[src/rtl/nand_share_pkg.sv]
// Shared types and defaults for the NAND share arbiter slice.
// Optional build macro: NAND_SHARE_FIXED_PRIO_EN (fixed lowest-index priority).
package nand_share_pkg;

    typedef enum logic [1:0] {
        IDLE = 2'd0,
        EVAL = 2'd1,
        RESP = 2'd2
    } state_t;

    localparam int unsigned DEF_N_REQ = 4;
    localparam int unsigned DEF_WIDTH = 8;
    localparam int unsigned ID_W      = $clog2(DEF_N_REQ);

endpackage

[src/rtl/nand_share_arbiter_if.sv]
// Request/operand and response bundle between requesters, the consumer and the arbiter.
// Optional build macro: NAND_SHARE_FIXED_PRIO_EN (no effect on this interface).
interface nand_share_arbiter_if
    import nand_share_pkg::*;
#(
    parameter int unsigned N_REQ = DEF_N_REQ,
    parameter int unsigned WIDTH = DEF_WIDTH
);

    localparam int unsigned IDX_W = $clog2(N_REQ);

    logic [N_REQ-1:0]       req;
    logic [N_REQ*WIDTH-1:0] a_in;
    logic [N_REQ*WIDTH-1:0] b_in;
    logic [N_REQ-1:0]       gnt;
    logic                   rsp_valid;
    logic [IDX_W-1:0]       rsp_id;
    logic [WIDTH-1:0]       rsp_y;
    logic                   rsp_ready;
    logic                   busy;

    // Requesters and response consumer side
    modport master (
        output req, a_in, b_in, rsp_ready,
        input  gnt, rsp_valid, rsp_id, rsp_y, busy
    );

    // Arbiter side
    modport slave (
        input  req, a_in, b_in, rsp_ready,
        output gnt, rsp_valid, rsp_id, rsp_y, busy
    );

endinterface

[src/rtl/nand_rr_pick.sv]
// Combinational winner selection: (req, ptr) -> one-hot winner, index and any-request flag.
// Optional build macro: NAND_SHARE_FIXED_PRIO_EN selects lowest set index, ignoring ptr.
module nand_rr_pick
    import nand_share_pkg::*;
#(
    parameter int unsigned N_REQ = DEF_N_REQ
) (
    input  logic [N_REQ-1:0]         req,
    input  logic [$clog2(N_REQ)-1:0] ptr,
    output logic [N_REQ-1:0]         win_oh,
    output logic [$clog2(N_REQ)-1:0] win_idx,
    output logic                     any
);

    localparam int unsigned IDX_W = $clog2(N_REQ);

    logic             found;
    logic [IDX_W:0]   slot;

    assign any = |req;

`ifdef NAND_SHARE_FIXED_PRIO_EN
    // Fixed priority: first set bit from index 0 upward wins
    always_comb begin
        win_oh  = '0;
        win_idx = '0;
        found   = 1'b0;
        slot    = '0;
        for (int unsigned i = 0; i < N_REQ; i++) begin
            slot = (IDX_W+1)'(i);
            if (!found && req[slot[IDX_W-1:0]]) begin
                found                   = 1'b1;
                win_idx                 = slot[IDX_W-1:0];
                win_oh[slot[IDX_W-1:0]] = 1'b1;
            end
        end
    end
`else
    // Round robin: first set bit searching ptr, ptr+1, ... with wrap to 0
    always_comb begin
        win_oh  = '0;
        win_idx = '0;
        found   = 1'b0;
        slot    = '0;
        for (int unsigned i = 0; i < N_REQ; i++) begin
            slot = {1'b0, ptr} + (IDX_W+1)'(i);
            if (slot >= (IDX_W+1)'(N_REQ)) begin
                slot = slot - (IDX_W+1)'(N_REQ);
            end
            if (!found && req[slot[IDX_W-1:0]]) begin
                found                   = 1'b1;
                win_idx                 = slot[IDX_W-1:0];
                win_oh[slot[IDX_W-1:0]] = 1'b1;
            end
        end
    end
`endif

endmodule

[src/rtl/nand_share_arbiter.sv]
// Shares one WIDTH-bit bitwise NAND unit between N_REQ requesters.
// Captures the winner's operands on grant, evaluates, then holds the result
// on a valid/ready response channel until accepted.
// Optional build macro: NAND_SHARE_FIXED_PRIO_EN (fixed priority, ptr held at 0).
module nand_share_arbiter
    import nand_share_pkg::*;
#(
    parameter int unsigned N_REQ = DEF_N_REQ,
    parameter int unsigned WIDTH = DEF_WIDTH
) (
    input  logic                 clk,
    input  logic                 rst,
    nand_share_arbiter_if.slave  bus
);

    localparam int unsigned IDX_W = $clog2(N_REQ);

    state_t             state_q, state_d;
    logic [IDX_W-1:0]   ptr_q, ptr_d;
    logic [WIDTH-1:0]   a_q, a_d;
    logic [WIDTH-1:0]   b_q, b_d;
    logic [IDX_W-1:0]   id_q, id_d;
    logic [N_REQ-1:0]   gnt_q, gnt_d;
    logic               rsp_valid_q, rsp_valid_d;
    logic [IDX_W-1:0]   rsp_id_q, rsp_id_d;
    logic [WIDTH-1:0]   rsp_y_q, rsp_y_d;

    logic [N_REQ-1:0]   pick_oh;
    logic [IDX_W-1:0]   pick_idx;
    logic               pick_any;

    nand_rr_pick #(
        .N_REQ (N_REQ)
    ) u_pick (
        .req     (bus.req),
        .ptr     (ptr_q),
        .win_oh  (pick_oh),
        .win_idx (pick_idx),
        .any     (pick_any)
    );

    // State register
    always_ff @(posedge clk or posedge rst) begin
        if (rst) begin
            state_q <= IDLE;
        end else begin
            state_q <= state_d;
        end
    end

    // Next-state logic
    always_comb begin
        state_d = state_q;
        case (state_q)
            IDLE:    if (pick_any) state_d = EVAL;
            EVAL:    state_d = RESP;
            RESP:    if (rsp_valid_q && bus.rsp_ready) state_d = IDLE;
            default: state_d = IDLE;
        endcase
    end

    // Datapath and output next values per state
    always_comb begin
        ptr_d       = ptr_q;
        a_d         = a_q;
        b_d         = b_q;
        id_d        = id_q;
        gnt_d       = '0;
        rsp_valid_d = rsp_valid_q;
        rsp_id_d    = rsp_id_q;
        rsp_y_d     = rsp_y_q;
        case (state_q)
            IDLE: begin
                if (pick_any) begin
                    a_d   = bus.a_in[pick_idx*WIDTH +: WIDTH];
                    b_d   = bus.b_in[pick_idx*WIDTH +: WIDTH];
                    id_d  = pick_idx;
                    gnt_d = pick_oh;
                end
            end
            EVAL: begin
                rsp_y_d     = ~(a_q & b_q);
                rsp_id_d    = id_q;
                rsp_valid_d = 1'b1;
`ifdef NAND_SHARE_FIXED_PRIO_EN
                ptr_d       = '0;
`else
                ptr_d       = (id_q == IDX_W'(N_REQ-1)) ? '0 : id_q + 1'b1;
`endif
            end
            RESP: begin
                if (rsp_valid_q && bus.rsp_ready) begin
                    rsp_valid_d = 1'b0;
                end
            end
            default: ;
        endcase
    end

    // Datapath and output registers
    always_ff @(posedge clk or posedge rst) begin
        if (rst) begin
            ptr_q       <= '0;
            a_q         <= '0;
            b_q         <= '0;
            id_q        <= '0;
            gnt_q       <= '0;
            rsp_valid_q <= 1'b0;
            rsp_id_q    <= '0;
            rsp_y_q     <= '0;
        end else begin
            ptr_q       <= ptr_d;
            a_q         <= a_d;
            b_q         <= b_d;
            id_q        <= id_d;
            gnt_q       <= gnt_d;
            rsp_valid_q <= rsp_valid_d;
            rsp_id_q    <= rsp_id_d;
            rsp_y_q     <= rsp_y_d;
        end
    end

    assign bus.gnt       = gnt_q;
    assign bus.rsp_valid = rsp_valid_q;
    assign bus.rsp_id    = rsp_id_q;
    assign bus.rsp_y     = rsp_y_q;
    assign bus.busy      = (state_q != IDLE);

endmodule

[src/flat_wrapper.sv]
// flat-port wrapper written by rule: the top's interface ports become plain ports
module nand_share_arbiter_flat import nand_share_pkg::*;
#(
    parameter int unsigned N_REQ = DEF_N_REQ,
    parameter int unsigned WIDTH = DEF_WIDTH
)
  (clk, rst, bus_req, bus_a_in, bus_b_in, bus_rsp_ready, bus_gnt, bus_rsp_valid, bus_rsp_id, bus_rsp_y, bus_busy);
  nand_share_arbiter_if #(.N_REQ(N_REQ), .WIDTH(WIDTH)) bus_i ();
  input  logic clk;
  input  logic rst;
  input wire logic [$bits(bus_i.req)-1:0] bus_req;
  input wire logic [$bits(bus_i.a_in)-1:0] bus_a_in;
  input wire logic [$bits(bus_i.b_in)-1:0] bus_b_in;
  input wire logic [$bits(bus_i.rsp_ready)-1:0] bus_rsp_ready;
  output wire logic [$bits(bus_i.gnt)-1:0] bus_gnt;
  output wire logic [$bits(bus_i.rsp_valid)-1:0] bus_rsp_valid;
  output wire logic [$bits(bus_i.rsp_id)-1:0] bus_rsp_id;
  output wire logic [$bits(bus_i.rsp_y)-1:0] bus_rsp_y;
  output wire logic [$bits(bus_i.busy)-1:0] bus_busy;
  assign bus_i.req = bus_req;
  assign bus_i.a_in = bus_a_in;
  assign bus_i.b_in = bus_b_in;
  assign bus_i.rsp_ready = bus_rsp_ready;
  assign bus_gnt = bus_i.gnt;
  assign bus_rsp_valid = bus_i.rsp_valid;
  assign bus_rsp_id = bus_i.rsp_id;
  assign bus_rsp_y = bus_i.rsp_y;
  assign bus_busy = bus_i.busy;
  nand_share_arbiter #(.N_REQ(N_REQ), .WIDTH(WIDTH)) u_core (.clk(clk), .rst(rst), .bus(bus_i));
endmodule
[config.mk]
export PLATFORM = sky130hd
export DESIGN_NAME = nand_share_arbiter_flat
export DESIGN_NICKNAME = d
export VERILOG_FILES = /design/src/rtl/nand_share_pkg.sv /design/src/rtl/nand_share_arbiter_if.sv /design/src/rtl/nand_rr_pick.sv /design/src/rtl/nand_share_arbiter.sv /design/src/flat_wrapper.sv
export SDC_FILE = /design/constraint.sdc
export NUM_CORES = 1
export LEC_CHECK = 0
export ABC_AREA = 1
export CORE_MARGIN = 10
export CORE_UTILIZATION = 65
export CTS_BUF_LIST = sky130_fd_sc_hd__clkbuf_8
export DETAILED_ROUTE_END_ITERATION = 12
export DONT_BUFFER_PORTS = 1
export HOLD_SLACK_MARGIN = 0.03
export PLACE_DENSITY_LB_ADDON = 0.25
export SLEW_MARGIN = 20
export SYNTH_ARGS = -nofsm -noshare
export SYNTH_HDL_FRONTEND = slang
export SYNTH_SLANG_ARGS = --single-unit
[constraint.sdc]
create_clock -name clk -period 2.4 [get_ports clk]
set_input_delay 0.24 -clock clk [delete_from_list [all_inputs] [get_ports clk]]
set_output_delay 0.24 -clock clk [all_outputs]
set_load 0.005 [all_outputs]
==> metrics.md, run 1 <==
| Metric | Value |
|---|---|
| Antenna cells | `0` |
| Clock slew at reported path FFs | `70 ps` |
| Setup TNS | `0 ps` |
| Crit end category | `flip-flop` |
| Worst Path Buf+Inv | `3` |
| Post-layout util | `0.7157` |
| Initial antenna violation count | `0` |
| Crit Path Category | `reg -> reg` |
| Library cells used by synthesis | `29` |
| GRT Resource Usage Total | `0.1941` |
| Switch Pwr | `2.315 mW` |
| Register bit total from synthesis | `37` |
| Sequential fraction of the synthesis area | `0.3762` |
| EDFF count, synth | `0` |
| First-pass GRT wire length | `10340 um` |
| Asr flop ratio synth | `1.000` |
| Main synth FF type | `dfrtp_1` |
| Yosys top cell by area | `dfrtp_1` |
| DRC | `0` |
| Port bufs | `0` |
| VDD IR-drop max | `1.013 mV` |
| Die Span Y | `81.54 um` |
| I/O pins | `87` |
| Sw frac | `0.5270` |
| Via Count | `2241` |
| GR Layer Usage met1 | `0.2667` |
| Setup crit start kind | `flip-flop` |
| Worst Path Required | `2580 ps` |
| Max H-tree Level | `2` |
| Share of the synthesized area in the top cell type | `0.3762` |
| CTS buffer count | `5` |
| CTS sink cnt | `37` |
| FP Rows | `22` |
| Area delta synth->final | `6.456%` |
| First drt pass iteration count | `4` |
| Syn Inst Count | `347` |
| Count leader, synth | `nand2_1` |
| Grt met3 use | `0.05022` |
| Setup Skew | `5.310 ps` |
| Postcts setup bufs | `0` |
| ANT nets after route | `0` |
| Final number of setup-violating endpoints | `0` |
| Largest net degree at the start of global routing | `38` |
| Clock Power Share | `0.092` |
| Max Cap Viol | `0` |
| Max Fanout on Critical Path | `29` |
| Status | `completed` |
| Vias per cell | `5.617` |
| Initial DRC count | `193` |
| Layout cells sized above 1 | `0.1111` |
| Post-DP HPWL | `5019 um` |
| Layout Nets | `430` |
| GP Congestion | `0.9658` |
| Core footprint | `3661 um^2` |
| Gr busiest metal | `met2` |
| Largest stage delay, worst path | `360 ps` |
| Synth cell count leaders | `133 x nand2_1, 62 x nand3_1, 37 x dfrtp_1` |
| Grt ovf | `0` |
| Worst-skew pair later-pin latency | `280 ps` |
| Number of global-route vias before repair | `2204` |
| Post-Syn Area | `2461 um^2` |
| Yosys Warn Count | `0` |
| Mean cell area of the mapped netlist | `7.093 um^2` |
| Worst path cell trace | `inv_2 > ha_1 > inv_1 > nand2_1 > nand2_1 > nand4_4 > buf_4 > nand3_1 > nand3_1 > nand3_1 > nand2_1` |
| Logic pwr share | `0.658` |
| Slew HR | `0.6974` |
| Routed WL | `6321 um` |
| CTS max path bufs | `2` |
| Routed len/inst | `15.84 um` |
| Final worst path period need | `2144 ps` |
| Worst Path Arrival | `2320 ps` |
| CP max stage cell | `dfrtp_1` |
| RSZ-0062 raised after global routing | `false` |
| Starting Density | `0.6722` |
| Sequential power share | `0.250` |
| Pleak | `1.388 nW` |
| Fillers | `308` |
| HP Class | `in -> reg` |
| Root Buffer | `clkbuf_8` |
| Die area | `6648 um^2` |
| CTS tree | `done` |
| Power Density | `1677 nW/um^2` |
| Internal power | `2.078 mW` |
| GRT met2 Usage | `0.2923` |
| Slew Viols, Final | `0` |
| Fmax | `466.4 MHz` |
| Tcrit/Tclk final | `0.8933` |
| Slew @ Worst Pin | `453.4 ps` |
| Crit path max-delay family | `simple AND/OR/NAND/NOR gates` |
| Final Hold Viols | `0` |
| Die width | `81.54 um` |
| Synth area leaders | `dfrtp_1 38%, nand2_1 20%, nand3_1 13%` |
| Syn Nets | `427` |
## flip-flops by register name, indices dropped and copies added (netlist names)
register and cells:
u_core.a_q 8, u_core.b_q 8, u_core.bus.rsp_y 8, u_core.bus.gnt 4, u_core.bus.rsp_id 2, u_core.id_q 2, u_core.ptr_q 2, u_core.state_q 2
u_core.bus.rsp_valid 1
## metal layers
metal | share of wire | routed length, um
met5 | 0 | 0
met4 | 0.0084 | 53
met3 | 0.095 | 598
met2 | 0.46 | 2925
met1 | 0.43 | 2744
## final cells by class
type,count,area (um^2),share of cell area
sequential,37,925.9,0.3534
clock buffer,5,68.82,0.02627
inverter,29,111.4,0.04250
timing repair buffer,11,88.84,0.03391
clock inverter,3,13.76,0.005253
multi-input combinational,266,1351,0.5158
tap,48,60.06,0.02292
## cell families after synthesis
| family | after synthesis | share of synthesized area |
|---|---|---|
| DFF | 37 | 0.3762 |
| buffers and inverters | 44 | 0.08032 |
| AOI/OAI and AO/OA | 26 | 0.06254 |
| and+or+nand+nor | 231 | 0.4352 |
| adders and majority gates | 9 | 0.04576 |
## power groups by stage
| stage | combinational (mW) | clock (mW) | sequential, mW |
|---|---|---|---|
| 6_report | 2.89 | 0.404 | 1.10 |
| 5_1_grt | 3.32 | 0.450 | 1.12 |
| 4_1_cts | 2.85 | 0.414 | 1.10 |
| 3_5_place_dp | 2.83 | 0 | 1.11 |
| 3_3_place_gp | 2.73 | 0 | 1.10 |
| 2_1_floorplan | 2.36 | 0 | 1.06 |
## cell usage in the layout (no fill, tap or decap)
cell / netlist / final
nor4_1: 1 / 1
nor2_4: 2 / 2
nand4_4: 1 / 1
dlygate4sd3_1: 0 / 1
inv_1: 26 / 27
a21oi_1: 4 / 4
nor2_8: 2 / 2
dfrtp_1: 37 / 37
nand2_4: 3 / 3
nor2_2: 2 / 2
o21bai_1: 1 / 1
clkinv_2: 0 / 2
nand2_8: 0 / 1
a31oi_1: 10 / 10
buf_4: 4 / 9
clkbuf_8: 0 / 5
clkinv_1: 1 / 1
nand2_1: 133 / 133
o2111ai_1: 1 / 1
nand2_2: 7 / 6
o22ai_1: 1 / 1
inv_2: 1 / 1
nand3_1: 62 / 62
a21oi_2: 1 / 1
buf_6: 1 / 1
o21ai_0: 8 / 8
nor2_1: 15 / 15
ha_1: 9 / 9
nor3_1: 1 / 1
nand3_2: 2 / 2
inv_4: 1 / 1
## worst min-delay path: stages
cell and delay, ps:
inv_1 50, o21bai_1 70, nand2_1 50
## path summary, 6_finish.rpt
kind / startpoint / endpoint / slack (ps) / depth (start not counted)
max: u_core.ptr_q[0]$_DFFE_PP0P_ / u_core.a_q[0]$_DFFE_PP0P_ / 260 / 11
max in group asynchronous: rst / u_core.a_q[5]$_DFFE_PP0P_ / 1580 / 3
min reg2reg: u_core.b_q[3]$_DFFE_PP0P_ / u_core.bus.rsp_y[3]$_DFFE_PP0P_ / 450 / 1
max reg2reg: u_core.ptr_q[0]$_DFFE_PP0P_ / u_core.a_q[0]$_DFFE_PP0P_ / 260 / 11
min in group asynchronous: rst / u_core.bus.gnt[0]$_DFF_PP0_ / 490 / 3
min: bus_rsp_ready / u_core.state_q[1]$_DFFE_PP0P_ / 160 / 3
## through the flow
step	setup slack (ps)	total power [mW]	hold slack (ps)	std cells	instance area [um^2]
final	256.1	4.394	161.3	399	2620
after global routing	39.98	4.897	178.2	399	2620
after CTS	90.27	4.360	153.8	399	2603
after detailed placement	107.4	3.939	262.3	390	2510
after global placement	229.8	3.832	258.6	390	2510
after floorplan	296.3	3.428	419.7	347	2461
## repair_timing
action / 4_1_cts / 5_1_grt
gates resized for setup: 0 / 3
hold endpoints to repair: 37 / 0
endpoints found under the setup margin: 0 / 16
hold buffers: 1 / 0
Note: power is estimated with default switching activity, not from simulation.
==> run 2: changes to the inputs <==
--- a/config.mk
+++ b/config.mk
@@ -16,4 +16,5 @@
 export SLEW_MARGIN = 20
 export SYNTH_ARGS = -nofsm -noshare
 export SYNTH_HDL_FRONTEND = slang
+export SYNTH_HIERARCHICAL = 1
 export SYNTH_SLANG_ARGS = --single-unit
==> run 2 against run 1 <==
  * First-iteration DRC count rose by 37%
  * Clock skew down 1.2 ps
  * Synthesized cell count rose by 20%
  * Worst hold slack got worse by 22 ps
  * Final area is 14% higher
  * Largest power group is now sequential cells
  * Highest routed layer unchanged
==> metrics.md, run 2 <==
| Metric | Value |
|---|---|
| Post-Synth XOR/XNOR Area | `0 (unchanged)` |
| Switch Pwr | `341.9 uW (-85%)` |
| Core footprint | `4029 um^2 (+10%)` |
| Logic pwr share | `0.158 (-0.500)` |
| Post-synthesis compound-gate area fraction | `0.05041 (-0.01212)` |
| Final worst path period need | `2208 ps (+63.77 ps)` |
| Post-synthesis simple-gate area fraction | `0.4106 (-0.02455)` |
| Syn Inst Count | `416 (+20%)` |
| Internal power | `1.041 mW (-50%)` |
| ANT nets after route | `0 (unchanged)` |
| Crit end category | `flip-flop` |
| First drt pass iteration count | `5 (+1)` |
| Post-synthesis adder-cell area fraction | `0.02750 (-0.01826)` |
| Placed inst area | `2731 um^2 (+8.8%)` |
| Final number of setup-violating endpoints | `0 (unchanged)` |
| GRT Resource Usage Total | `0.1769 (-0.01724)` |
| DP Cell Count | `458 (+17%)` |
| Leading cell types in the layout, fill and taps excluded | `164 x nand2_1, 74 x inv_1, 54 x nand3_1` |
| Post-route cell area | `2974 um^2 (+14%)` |
| Port bufs | `0 (unchanged)` |
| Antenna cells | `0 (unchanged)` |
| Vias per cell | `5.446 (-3.0%)` |
| Fmax | `453.0 MHz (-2.9%)` |
| Multi-input logic area | `1361 um^2 (+0.74%)` |
| Mean cell area of the mapped netlist | `6.563 um^2 (-7.5%)` |
| Fillers | `340 (+10%)` |
| Setup crit start kind | `flip-flop` |
| Sw frac | `0.2472 (-0.2797)` |
| Layout Nets | `497 (+16%)` |
| Number of global-route vias before repair | `2488 (+13%)` |
| Clock Power Share | `0.391 (+0.299)` |
| Register Area | `925.9 um^2 (unchanged)` |
| Clock slew at reported path FFs | `70 ps (about the same)` |
| Status | `completed` |
| Slew Viols, Final | `0 (unchanged)` |
| Post-Syn Area | `2730 um^2 (+11%)` |
| Sequential power share | `0.451 (+0.201)` |
| VDD IR-drop max | `0.2930 mV (-71%)` |
| Count leader, synth | `nand2_1` |
| EDFF count, synth | `0 (unchanged)` |
| Crit Path Category | `reg -> reg` |
| Power Density | `465.0 nW/um^2 (-72%)` |
| Tcrit/Tclk final | `0.9199 (+0.02657)` |
| Yosys top cell by area | `dfrtp_1` |
| Register bit total from synthesis | `37 (unchanged)` |
| Initial antenna violation count | `0 (unchanged)` |
| Die Span Y | `84.81 um (+4.0%)` |
| Worst Path Required | `2570 ps (about the same)` |
| Max Fanout on Critical Path | `8 (-72%)` |
| Synth cell count leaders | `165 x nand2_1, 74 x inv_1, 54 x nand3_1` |
| Final std cells w/o fill | `471 (+18%)` |
| CTS tree | `done` |
| Area delta synth->final | `8.937%` |
| Sequential fraction of the synthesis area | `0.3391 (-0.03707)` |
| Routed len/inst | `14.85 um (-6.3%)` |
| Share of the synthesized area in the top cell type | `0.3391 (-0.03707)` |
| Library cells used by synthesis | `27 (-6.9%)` |
| Yosys Warn Count | `6 (+6)` |
| CTS sink cnt | `37 (unchanged)` |
| Grt ovf | `0 (unchanged)` |
| Synth area leaders | `dfrtp_1 34%, nand2_1 23%, inv_1 10%` |
| Final Hold Viols | `0 (unchanged)` |
| Slew HR | `0.4951 (-0.2023)` |
| Root Buffer | `clkbuf_8` |
| Pleak | `1.804 nW (+30%)` |
| Main synth FF type | `dfrtp_1` |
| Routed WL | `6994 um (+11%)` |
| Via Count | `2565 (+14%)` |
| Power, Total | `1.383 mW (-69%)` |
| CTS max path bufs | `2 (unchanged)` |
| I/O pins | `87 (unchanged)` |
| Largest net degree at the start of global routing | `34 (-11%)` |
| RSZ-0062 raised after global routing | `false` |
| Asr flop ratio synth | `1.000 (unchanged)` |
| Die width | `84.81 um (+4.0%)` |
| Mux contribution to synthesized area | `0 (unchanged)` |
| Max H-tree Level | `2 (unchanged)` |
| Post-layout util | `0.7382 (+0.02255)` |
| Most common cell after layout, fill and taps aside | `nand2_1` |
| Worst Path Arrival | `2380 ps (+60 ps)` |
| Post-DP HPWL | `5164 um (+2.9%)` |
| Starting Density | `0.6776 (+0.005391)` |
| Setup ws final | `192.3 ps (-63.77 ps)` |
| Setup TNS | `0 ps (unchanged)` |
| Pre-CTS worst setup slack | `62.46 ps (-44.94 ps)` |
| Slew @ Worst Pin | `756.5 ps (+303.1 ps)` |
| CTS buffer count | `5 (unchanged)` |
| HP Class | `in -> reg` |
| DRC | `0 (unchanged)` |
| Largest family of logic cells by synthesized area | `simple AND/OR/NAND/NOR gates` |
| Worst-skew pair later-pin latency | `280 ps (about the same)` |
| First-pass GRT wire length | `10950 um (+5.9%)` |
| Die area | `7193 um^2 (+8.2%)` |
| Initial DRC count | `265 (+37%)` |
| GP Congestion | `0.8925 (-7.6%)` |
| Layout cells sized above 1 | `0.1116 (+0.0005278)` |
| Setup Skew | `4.114 ps (-1.197 ps)` |
| FP Rows | `23 (+4.5%)` |
| Max Cap Viol | `0 (unchanged)` |
| Syn Nets | `493 (+15%)` |
| Minimum hold slack | `139.2 ps (-22.07 ps)` |
run 2: what timing repair did:
item	CTS	global route
endpoints found under the hold margin	12	0
gates resized for setup	0	10
hold buffers	1	0
endpoints found under the setup margin	0	16
setup buffers	0	1
run 2: path summary, 6_finish.rpt:
path	startpoint	end	slack, ps	cells after the start
worst max-delay path	u_core/ptr_q[1]$_DFFE_PP0P_	u_core/a_q[4]$_DFFE_PP0P_	190	15
worst min-delay path	bus_rsp_ready	u_core/bus.rsp_valid$_DFFE_PP0P_	140	3
worst max register to register	u_core/ptr_q[1]$_DFFE_PP0P_	u_core/a_q[4]$_DFFE_PP0P_	190	15
worst min register to register	u_core/a_q[2]$_DFFE_PP0P_	u_core/bus.rsp_y[2]$_DFFE_PP0P_	450	1
max in group asynchronous	rst	u_core/id_q[1]$_DFFE_PP0P_	1320	3
min in group asynchronous	rst	u_core/bus.rsp_y[7]$_DFFE_PP0P_	450	2
run 2: critical path, stage by stage (launching register included):
cell and delay, ps:
dfrtp_1 350, bufinv_8 180, ha_4 280, inv_2 60, nand3_1 100, nand2_2 80
o21ai_0 220, nor2_2 80, nor2_4 120, buf_12 150, clkbuf_16 150, nand2_1 50
nand3_1 80, nand2_1 60, nand2_1 50, nand2_1 60
run 2: cell families (layout without fill, tap and decap cells):
group | after synthesis | in the layout
AO/OA/AOI/OAI | 23 | 23
AND/OR/NAND/NOR | 252 | 252
buffers and inverters | 98 | 103
flip-flops | 37 | 37
adder cells (fa/ha/maj) | 6 | 6
run 2: layout make-up:
class | count | share of cell area
flip-flops and latches | 37 | 0.3113
clock buffers | 6 | 0.02777
well taps | 50 | 0.02103
inverters | 82 | 0.1157
multi-input cells | 281 | 0.4577
clock inverters | 2 | 0.01136
repair buffers | 13 | 0.05511
run 2: power by group through the flow:
stage	clock [mW]	sequential (mW)	combinational, mW
2_1_floorplan	0	0.635	0.163
3_3_place_gp	0	0.635	0.184
3_5_place_dp	0	0.635	0.186
4_1_cts	0.547	0.623	0.189
5_1_grt	0.575	0.623	0.245
6_report	0.541	0.623	0.219
run 2: routing by layer:
| layer | global-route usage | wire length, um | vias up |
|---|---|---|---|
| met5 | 0 | 0 | - |
| met4 | 0.04940 | 100 | 0 |
| met3 | 0.06501 | 613 | 13 |
| met2 | 0.2752 | 3258 | 137 |
| met1 | 0.2246 | 3021 | 1152 |
| li1 | - | - | 1263 |
